--- config.mk ---
export PLATFORM = sky130hd
export DESIGN_NAME = regfile_write_arbiter
export DESIGN_NICKNAME = d
export VERILOG_FILES = /design/src/rtl/regfile_write_arbiter.sv
export SDC_FILE = /design/constraint.sdc
export NUM_CORES = 1
export LEC_CHECK = 0
export BUFFER_PORTS_ARGS = -buffer_cell sky130_fd_sc_hd__buf_4
export CAP_MARGIN = 25
export CORE_UTILIZATION = 30
export DETAILED_ROUTE_END_ITERATION = 12
export GPL_TIMING_DRIVEN = 0
export SLEW_MARGIN = 15
export SYNTH_ARGS = -nofsm -noshare
export SYNTH_HDL_FRONTEND = slang
export SYNTH_SLANG_ARGS = --single-unit
--- constraint.sdc ---
create_clock -name clk -period 2 [get_ports clk]
set_input_delay 0.2 -clock clk [delete_from_list [all_inputs] [get_ports clk]]
set_output_delay 0.2 -clock clk [all_outputs]
set_load 0.1 [all_outputs]
--- src/rtl/regfile_write_arbiter.sv ---
// Register-file write-port arbiter: round-robin grant between the ALU (A) and
// load (B) writeback paths, one registered write per cycle, plus a
// per-register pending-write scoreboard fed by issue-stage reservations.
module regfile_write_arbiter #(
    parameter int unsigned DATA_W = 32,
    parameter int unsigned ADDR_W = 4,
    localparam int unsigned NREG  = 1 << ADDR_W
) (
    input  logic              clk,
    input  logic              rst,
    input  logic              a_valid,
    input  logic [ADDR_W-1:0] a_addr,
    input  logic [DATA_W-1:0] a_data,
    output logic              a_ready,
    input  logic              b_valid,
    input  logic [ADDR_W-1:0] b_addr,
    input  logic [DATA_W-1:0] b_data,
    output logic              b_ready,
    input  logic              rsv_valid,
    input  logic [ADDR_W-1:0] rsv_addr,
    output logic [ADDR_W-1:0] w_addr,
    output logic [DATA_W-1:0] w_data,
    output logic              write_reg,
    output logic [NREG-1:0]   busy,
    output logic              last_grant
);

    logic              grant_a;
    logic              grant_b;
    logic              xfer;
    logic [ADDR_W-1:0] xfer_addr;
    logic [DATA_W-1:0] xfer_data;

    logic              write_reg_q, write_reg_d;
    logic [ADDR_W-1:0] w_addr_q,    w_addr_d;
    logic [DATA_W-1:0] w_data_q,    w_data_d;
    logic [NREG-1:0]   busy_q,      busy_d;
    logic              last_grant_q, last_grant_d;

    // Grant selection: a lone requester wins; on contention the one not granted last wins.
    always_comb begin
        grant_a = 1'b0;
        grant_b = 1'b0;
        if (!rst) begin
            if (a_valid && (!b_valid || last_grant_q)) begin
                grant_a = 1'b1;
            end else if (b_valid) begin
                grant_b = 1'b1;
            end
        end
    end

    assign xfer      = grant_a | grant_b;
    assign xfer_addr = grant_b ? b_addr : a_addr;
    assign xfer_data = grant_b ? b_data : a_data;

    // Next-state: write port, round-robin pointer and scoreboard (reservation beats clear).
    always_comb begin
        write_reg_d  = 1'b0;
        w_addr_d     = w_addr_q;
        w_data_d     = w_data_q;
        busy_d       = busy_q;
        last_grant_d = last_grant_q;
        if (xfer) begin
            write_reg_d       = 1'b1;
            w_addr_d          = xfer_addr;
            w_data_d          = xfer_data;
            last_grant_d      = grant_b;
            busy_d[xfer_addr] = 1'b0;
        end
        if (rsv_valid) begin
            busy_d[rsv_addr] = 1'b1;
        end
    end

    // State registers; reset leaves B as last winner so A takes the first contention.
    always_ff @(posedge clk) begin
        if (rst) begin
            write_reg_q  <= 1'b0;
            w_addr_q     <= '0;
            w_data_q     <= '0;
            busy_q       <= '0;
            last_grant_q <= 1'b1;
        end else begin
            write_reg_q  <= write_reg_d;
            w_addr_q     <= w_addr_d;
            w_data_q     <= w_data_d;
            busy_q       <= busy_d;
            last_grant_q <= last_grant_d;
        end
    end

    assign a_ready    = grant_a;
    assign b_ready    = grant_b;
    assign write_reg  = write_reg_q;
    assign w_addr     = w_addr_q;
    assign w_data     = w_data_q;
    assign busy       = busy_q;
    assign last_grant = last_grant_q;

endmodule

-- Yosys cells after proc, flatten, opt, wreduce, memory -nomap -nowiden
Cells that the tools add are included.
- bits in registers: 54
- input bits: 81
- output and inout port bits: 56
- word-level logic and storage cells: 32
- $lt $le $gt $ge: 4
- muxes and demuxes: 14
- bitwise operators: 4
- reduce and logical (&&, ||, !) cells: 5
- operators with widths (cell ; number):
    $mux 16 ; 2
    $mux 32 ; 1
    $and 16x16->16 ; 1
    $not 16->16 ; 1
    $or 16x16->16 ; 1
    $lt 4x5->1 const B ; 2
    $demux 1 s4 ; 2
    $ge 4x1->1 const B ; 2
    $mux 1 ; 8
    $mux 4 ; 1
    $logic_and 1x1->1 ; 3
    $logic_not 1->1 ; 1
    $logic_or 1x1->1 ; 1
    $or 1x1->1 ; 1

-- Depth between registers and ports, before layout
Gate-level depths: netlist of the first run.
- word-level depth: 15
- gate-level depth with buffers: 7
- depth with buffers taken out: 5

-- Worst setup path after synthesis of the first run
Ideal clock, no wire load.
- kind: reg-to-output
- start point: register last_grant_q, in the netlist last_grant
- end point: output port a_ready
- data arrival time: 2.012 ns
- slack: -0.212 ns
- cell stages (with the launch flop): 4
- cells stage by stage: dfxtp_1 inv_1 a21oi_1 and2_1
- word-level cells in the longest chain between the ends: 4
- ends and longest elaborated chain (element ; RTL line ; text):
    start: declaration ; 38 ; logic last_grant_q, last_grant_d;
    start signal: assignment ; 89 ; last_grant_q <= last_grant_d;
    $logic_or 1x1->1 ; 45 ; if (a_valid && (!b_valid || last_grant_q)) begin
    $logic_and 1x1->1 ; 45 ;
    $mux 1 ; 45 ;
    $mux 1 ; 44 ; if (!rst) begin
    end: declaration ; 14 ; output logic a_ready,
Every way passes these cells.

-- Worst setup path after layout of the first run
- start point: register last_grant_q, in the netlist last_grant
- end point: output port b_ready
- word-level cells in the longest chain between the ends: 4
- ends and longest elaborated chain (element ; RTL line ; text):
    $logic_or 1x1->1 ; 45 ;
    $logic_and 1x1->1 ; 45 ;
    $mux 1 ; 45 ;
    $mux 1 ; 44 ;
    end: declaration ; 18 ; output logic b_ready,
Every way passes these cells.

==> results.cfg, run 1 <==
[routing]
postRouteAntennaNets = 0
drt-pass1-iter-count = 8
drcViolationCount = 9
vias_per_cell = 5.00
routed_wl_um = 8030
num_vias = 2744
dr.first_iter.drc_count = 87
routedWlPerCell_um = 14.6

[synthesis]
syn_area_mm2 = 0.00280
synth_nets = 381
synth.area.top_cells = dfxtp_1 39%, a211oi_2 12%, mux2i_1 11%
synth_seq_area_share = 0.387
syn_area_per_cell_um2 = 9.32
synth_cells = 300
ys_types = 39
ys_async_sr_fraction = 0
synth-main-ff-cell = dfxtp_1
netlist.area_leader.share = 0.387
ys_warn_count = 0
yosysTopAreaCell = dfxtp_1
ys_ff_latch = 54
synth_edf_count = 0

[critical_path]
crit_path_top_delay_cell = dfxtp_2
worstPathMaxFanout = 10
start_kind = flop
required_ps = 1800
cp-end-kind = output port
crit_arrival_ps = 1550
path_delay_family = buffers and inverters
critical-path-max-stage-delay_ps = 350
crit_path_cell_trace = and2_4, nor2_8, buf_6, buf_4
worstPathBufferInverterCount = 2
crit_type = flop to output port

[timing]
finalClockSkew_ps = 5.39
fin_crit_sh = 0.873
whs_ps = 110
final_hold_viol_count = 0
relSlewSlack = 0.533
drv_slew = 0
worst_pin_slew_ps = 701
setup_tns_ps = 0
fmax_mhz = 573
fin_crit_ps = 1750
rsz0062_at_grt = false
setup_viol = 0

[clocking]
numCtsBuffers = 5
path_clk_slew_ps = 90
h-tree-depth = 2
cts_buffer_depth = 2
clock_sinks = 54
cts_tree = built
cts_root_buf = clkbuf_8
clock_latency_ps = 300
post_cts_resized = 0
post_cts_buffers = 0
hold_buffers = 0

[floorplanning]
ios = 137
rows = 34
fp.dieW_um = 98.5
start_util = 0.314
dieArea_mm2 = 0.00971
coreArea_mm2 = 0.00889
die_h_um = 98.5

[global_routing]
grtUsageMet1 = 0.225
grt_util_met2 = 0.266
grt_overflow_total = 0
busiest_layer = met2
antenna_found_initial = 0
grt.met3_usage = 0.0355
grt_pass1_vias = 2627
grt_pass1_wl_um = 13000
grt_util_all_layers = 0.166
grt_max_degree = 16

[finish]
layout_commonest_cell = buf_4
largest_reg_flops = 32
area_growth_pct = 43.8
nFillCells = 905
finalInstanceArea_mm2 = 0.00402
multi_input_area_mm2 = 0.00156
drive_gt1_frac = 0.435
antenna_cells = 0
nNetsFinal = 522
final_cell_mix = 137 x buf_4, 55 x nor2_1, 53 x dfxtp_1, 32 x mux2i_1, 26 x a211oi_2
regArea_mm2 = 0.00108

[power]
leakage_nw = 1.65
max-vdd-ir-drop_v = 0.000352
powerDensity_mw_per_mm2 = 715

[placement]
gp_congestion = 0.848
place_area_mm2 = 0.00394
dp_hpwl_um = 6150
portBuffers = 134

[hold_path]
worst_hold_path_type = primary input to flop

[run]
maxCapViolations = 0

[status]
violations = DRC
status = finished with violations
cells in the mapped netlist, drive strengths merged, types with 3 or more instances:
cell type / count
a211oi: 43
a21oi: 17
a311oi: 9
buf: 17
clkbuf: 6
dfxtp: 54
mux2i: 32
nand2: 9
nand2b: 4
nand3: 3
nand4b: 4
nor2: 56
nor2b: 7
nor3: 7
o21ai: 6
or2: 4
cell type report:
cell class / instances / area share
Multi-Input combinational cell: 220 / 0.389
Inverter: 3 / 0.00311
Sequential cell: 54 / 0.269
Tap cell: 108 / 0.0336
Clock inverter: 1 / 0.00187
Buffer: 23 / 0.0349
Clock buffer: 6 / 0.0181
Timing Repair Buffer: 134 / 0.250
final timing paths:
kind	to	startpoint	slack, ps	cells past startpoint
hold / removal	last_grant	a_valid	110	2
setup / recovery	b_ready	last_grant	250	4
hold reg to reg	w_addr[3]	w_addr[3]	500	2
setup reg to reg	busy[2]	last_grant	350	5
cells by family after synthesis:
kind of cell | after synthesis | share of synthesized area
AOI/OAI and AO/OA | 83 | 0.257
muxes | 32 | 0.115
DFF | 54 | 0.387
buffers and inverters | 26 | 0.0546
and+or+nand+nor | 105 | 0.187
power by group:
part           total, mW  internal (mW)  switching [mW]
registers           1.18           1.14          0.0351
clock network      0.590          0.241           0.348
logic               1.11          0.324           0.782
total               2.87           1.71            1.17
metrics by stage:
stage | setup slack (ps) | util | total power, mW | instances
final | 255 | 0.452 | 2.87 | 549
after global routing | 188 | 0.452 | 3.01 | 549
after CTS | 220 | 0.452 | 2.90 | 549
after detailed placement | 313 | 0.443 | 2.31 | 542
after global placement | 320 | 0.443 | 2.30 | 542
after floorplan | 261 | - | 2.00 | 300
layer usage:
metal  wire, um  vias to the layer above
met5          0                        -
met4         69                        0
met3        540                        4
met2       3750                       95
met1       3670                     1262
li1           -                     1383
No activity file was read; power rests on OpenSTA's default activity.
==> run 2: changes to the inputs <==
--- a/config.mk
+++ b/config.mk
@@ -5,8 +5,10 @@
 export SDC_FILE = /design/constraint.sdc
 export NUM_CORES = 1
 export LEC_CHECK = 0
+export ABC_AREA = 1
 export BUFFER_PORTS_ARGS = -buffer_cell sky130_fd_sc_hd__buf_4
 export CAP_MARGIN = 25
+export CORE_ASPECT_RATIO = 0.75
 export CORE_UTILIZATION = 30
 export DETAILED_ROUTE_END_ITERATION = 12
 export GPL_TIMING_DRIVEN = 0
==> results.cfg, run 2 <==
[finish]
area_growth_pct = 51.7
regArea_mm2 = 0.00108
largest_reg_flops = 32
layout_commonest_cell = buf_4
nFillCells = 827
multi_input_area_mm2 = 0.00117
drive_gt1_frac = 0.339
antenna_cells = 0
stdcell_count = 594
final_cell_mix = 134 x buf_4, 120 x nand2_1, 53 x dfxtp_1, 32 x o21ai_0, 32 x a31oi_1
nNetsFinal = 569
final_util = 0.468

[routing]
num_vias = 2794
routedWlPerCell_um = 13.5
dr.first_iter.drc_count = 202
routed_wl_um = 8040
drt-pass1-iter-count = 4
vias_per_cell = 4.70
postRouteAntennaNets = 0
drcViolationCount = 0

[synthesis]
synth_seq_area_share = 0.444
yosysTopAreaCell = dfxtp_1
ys_ff_latch = 54
synth-main-ff-cell = dfxtp_1
syn_area_mm2 = 0.00243
netlist.area_leader.share = 0.444
synth.area.top_cells = dfxtp_1 44%, nand2_1 19%, a31oi_1 8.2%
ys_async_sr_fraction = 0
synth_nets = 428
synth_cells = 347
syn_area_per_cell_um2 = 7.01
ys_types = 21
ys_warn_count = 0
yosysMostFrequentCell = nand2_1
synth_edf_count = 0
synthTopCellsByCount = 120 x nand2_1, 54 x dfxtp_1, 32 x a31oi_1, 32 x o21ai_0, 19 x a21oi_1

[global_routing]
grt_pass1_vias = 2639
grt_max_degree = 17
grt_overflow_total = 0
grt_util_all_layers = 0.189
grt_pass1_wl_um = 12700
antenna_found_initial = 0

[critical_path]
required_ps = 1800
cp-end-kind = output port
worstPathMaxFanout = 15
crit_type = flop to output port
crit_path_cell_trace = nand2_2, nand3_4, buf_6, inv_2, buf_8
worstPathBufferInverterCount = 3
start_kind = flop
crit_arrival_ps = 1610
critical-path-max-stage-delay_ps = 340
r2r_setup_slack_ps = 340
path_delay_family = buffers and inverters
crit_path_top_delay_cell = dfxtp_2

[floorplanning]
fp.dieW_um = 106
rows = 28
die_h_um = 80.0
start_util = 0.309
coreArea_mm2 = 0.00788
dieArea_mm2 = 0.00848
ios = 137

[clocking]
path_clk_slew_ps = 100
post_cts_buffers = 0
cts_buffer_depth = 2
h-tree-depth = 2
cts_tree = built
clock_latency_ps = 300
numCtsBuffers = 5
cts_root_buf = clkbuf_8
clock_sinks = 54

[power]
powerDensity_mw_per_mm2 = 827
leakage_nw = 1.74
max-vdd-ir-drop_v = 0.000358

[timing]
setup_tns_ps = 0
finalClockSkew_ps = 6.69
setup_viol = 0
final_hold_viol_count = 0
fin_crit_ps = 1810
whs_ps = 121
fmax_mhz = 553
drv_slew = 0
fin_crit_sh = 0.904
relSlewSlack = 0.666
worst_pin_slew_ps = 500
rsz0062_at_grt = false

[hold_path]
worst_hold_path_type = primary input to flop

[placement]
post-place-cells = 587
dp_hpwl_um = 6270
portBuffers = 135
gp_congestion = 0.891

[status]
status = complete, no violations

[run]
maxCapViolations = 0
==> run 2: cell types whose count changed in the layout (fill, tap and decap cells not counted), sizes merged, moves of 15 or more <==
cell,previous run,this run
mux2i,32,0
o21ai,6,32
nand3,3,18
inv,2,22
a211oi,43,1
nand2,9,124
a31oi,1,32
nor2,56,16
==> run 2: final timing paths <==
check                                 from    endpoint  depth (start not counted)
worst max-delay path            last_grant     b_ready                          5
worst min-delay path               a_valid  last_grant                          2
worst max register to register  last_grant  w_data[26]                          7
worst min register to register     busy[5]     busy[5]                          2
==> run 2: power breakdown <==
| group | switching (mW) | internal (mW) | total, mW |
|---|---|---|---|
| logic | 0.836 | 0.286 | 1.12 |
| clock network | 0.367 | 0.374 | 0.742 |
| registers | 0.0376 | 1.15 | 1.19 |
| total | 1.24 | 1.81 | 3.05 |
==> run 2: per-stage QoR <==
step | cell area [um2] | total power, mW | worst slack (ps)
final | 3690 | 3.05 | 192
after detailed placement | 3580 | 2.34 | 319
after global placement | 3580 | 2.33 | 329
after floorplan | 2430 | 2.01 | 147
after CTS | 3690 | 3.07 | 41.0
after global routing | 3690 | 3.18 | 83.0
==> run 2: layout make-up <==
class / instances / area share
Multi-Input combinational cell: 251 / 0.318
Buffer: 19 / 0.0244
Sequential cell: 54 / 0.293
Clock inverter: 2 / 0.0102
Timing Repair Buffer: 135 / 0.277
Inverter: 22 / 0.0224
Clock buffer: 6 / 0.0197
Tap cell: 105 / 0.0356
==> run 2: worst reg2reg max path: cells and delay by family, from the launching register on <==
family	cells	cell delay [ps]
and+or+nand+nor	3	380
AOI/OAI and AO/OA	1	180
buffers and inverters	3	680
DFF	1	340
==> run 2: metal layers <==
metal / global-route usage / routed length, um
met1: 0.258 / 3900
met2: 0.294 / 3450
met3: 0.0408 / 526
met4: 0.0653 / 161
met5: 0 / 0
==> run 2: timing repair <==
| action | CTS | global route |
|---|---|---|
| hold buffers | 0 | 0 |
| gates resized for setup | 1 | 1 |
| endpoints found under the setup margin | 1 | 1 |
==> run 2: cells by family after synthesis <==
group,share of synthesized area
AOI/OAI and AO/OA,0.203
buffers and inverters,0.0730
DFF,0.444
and+or+nand+nor,0.280
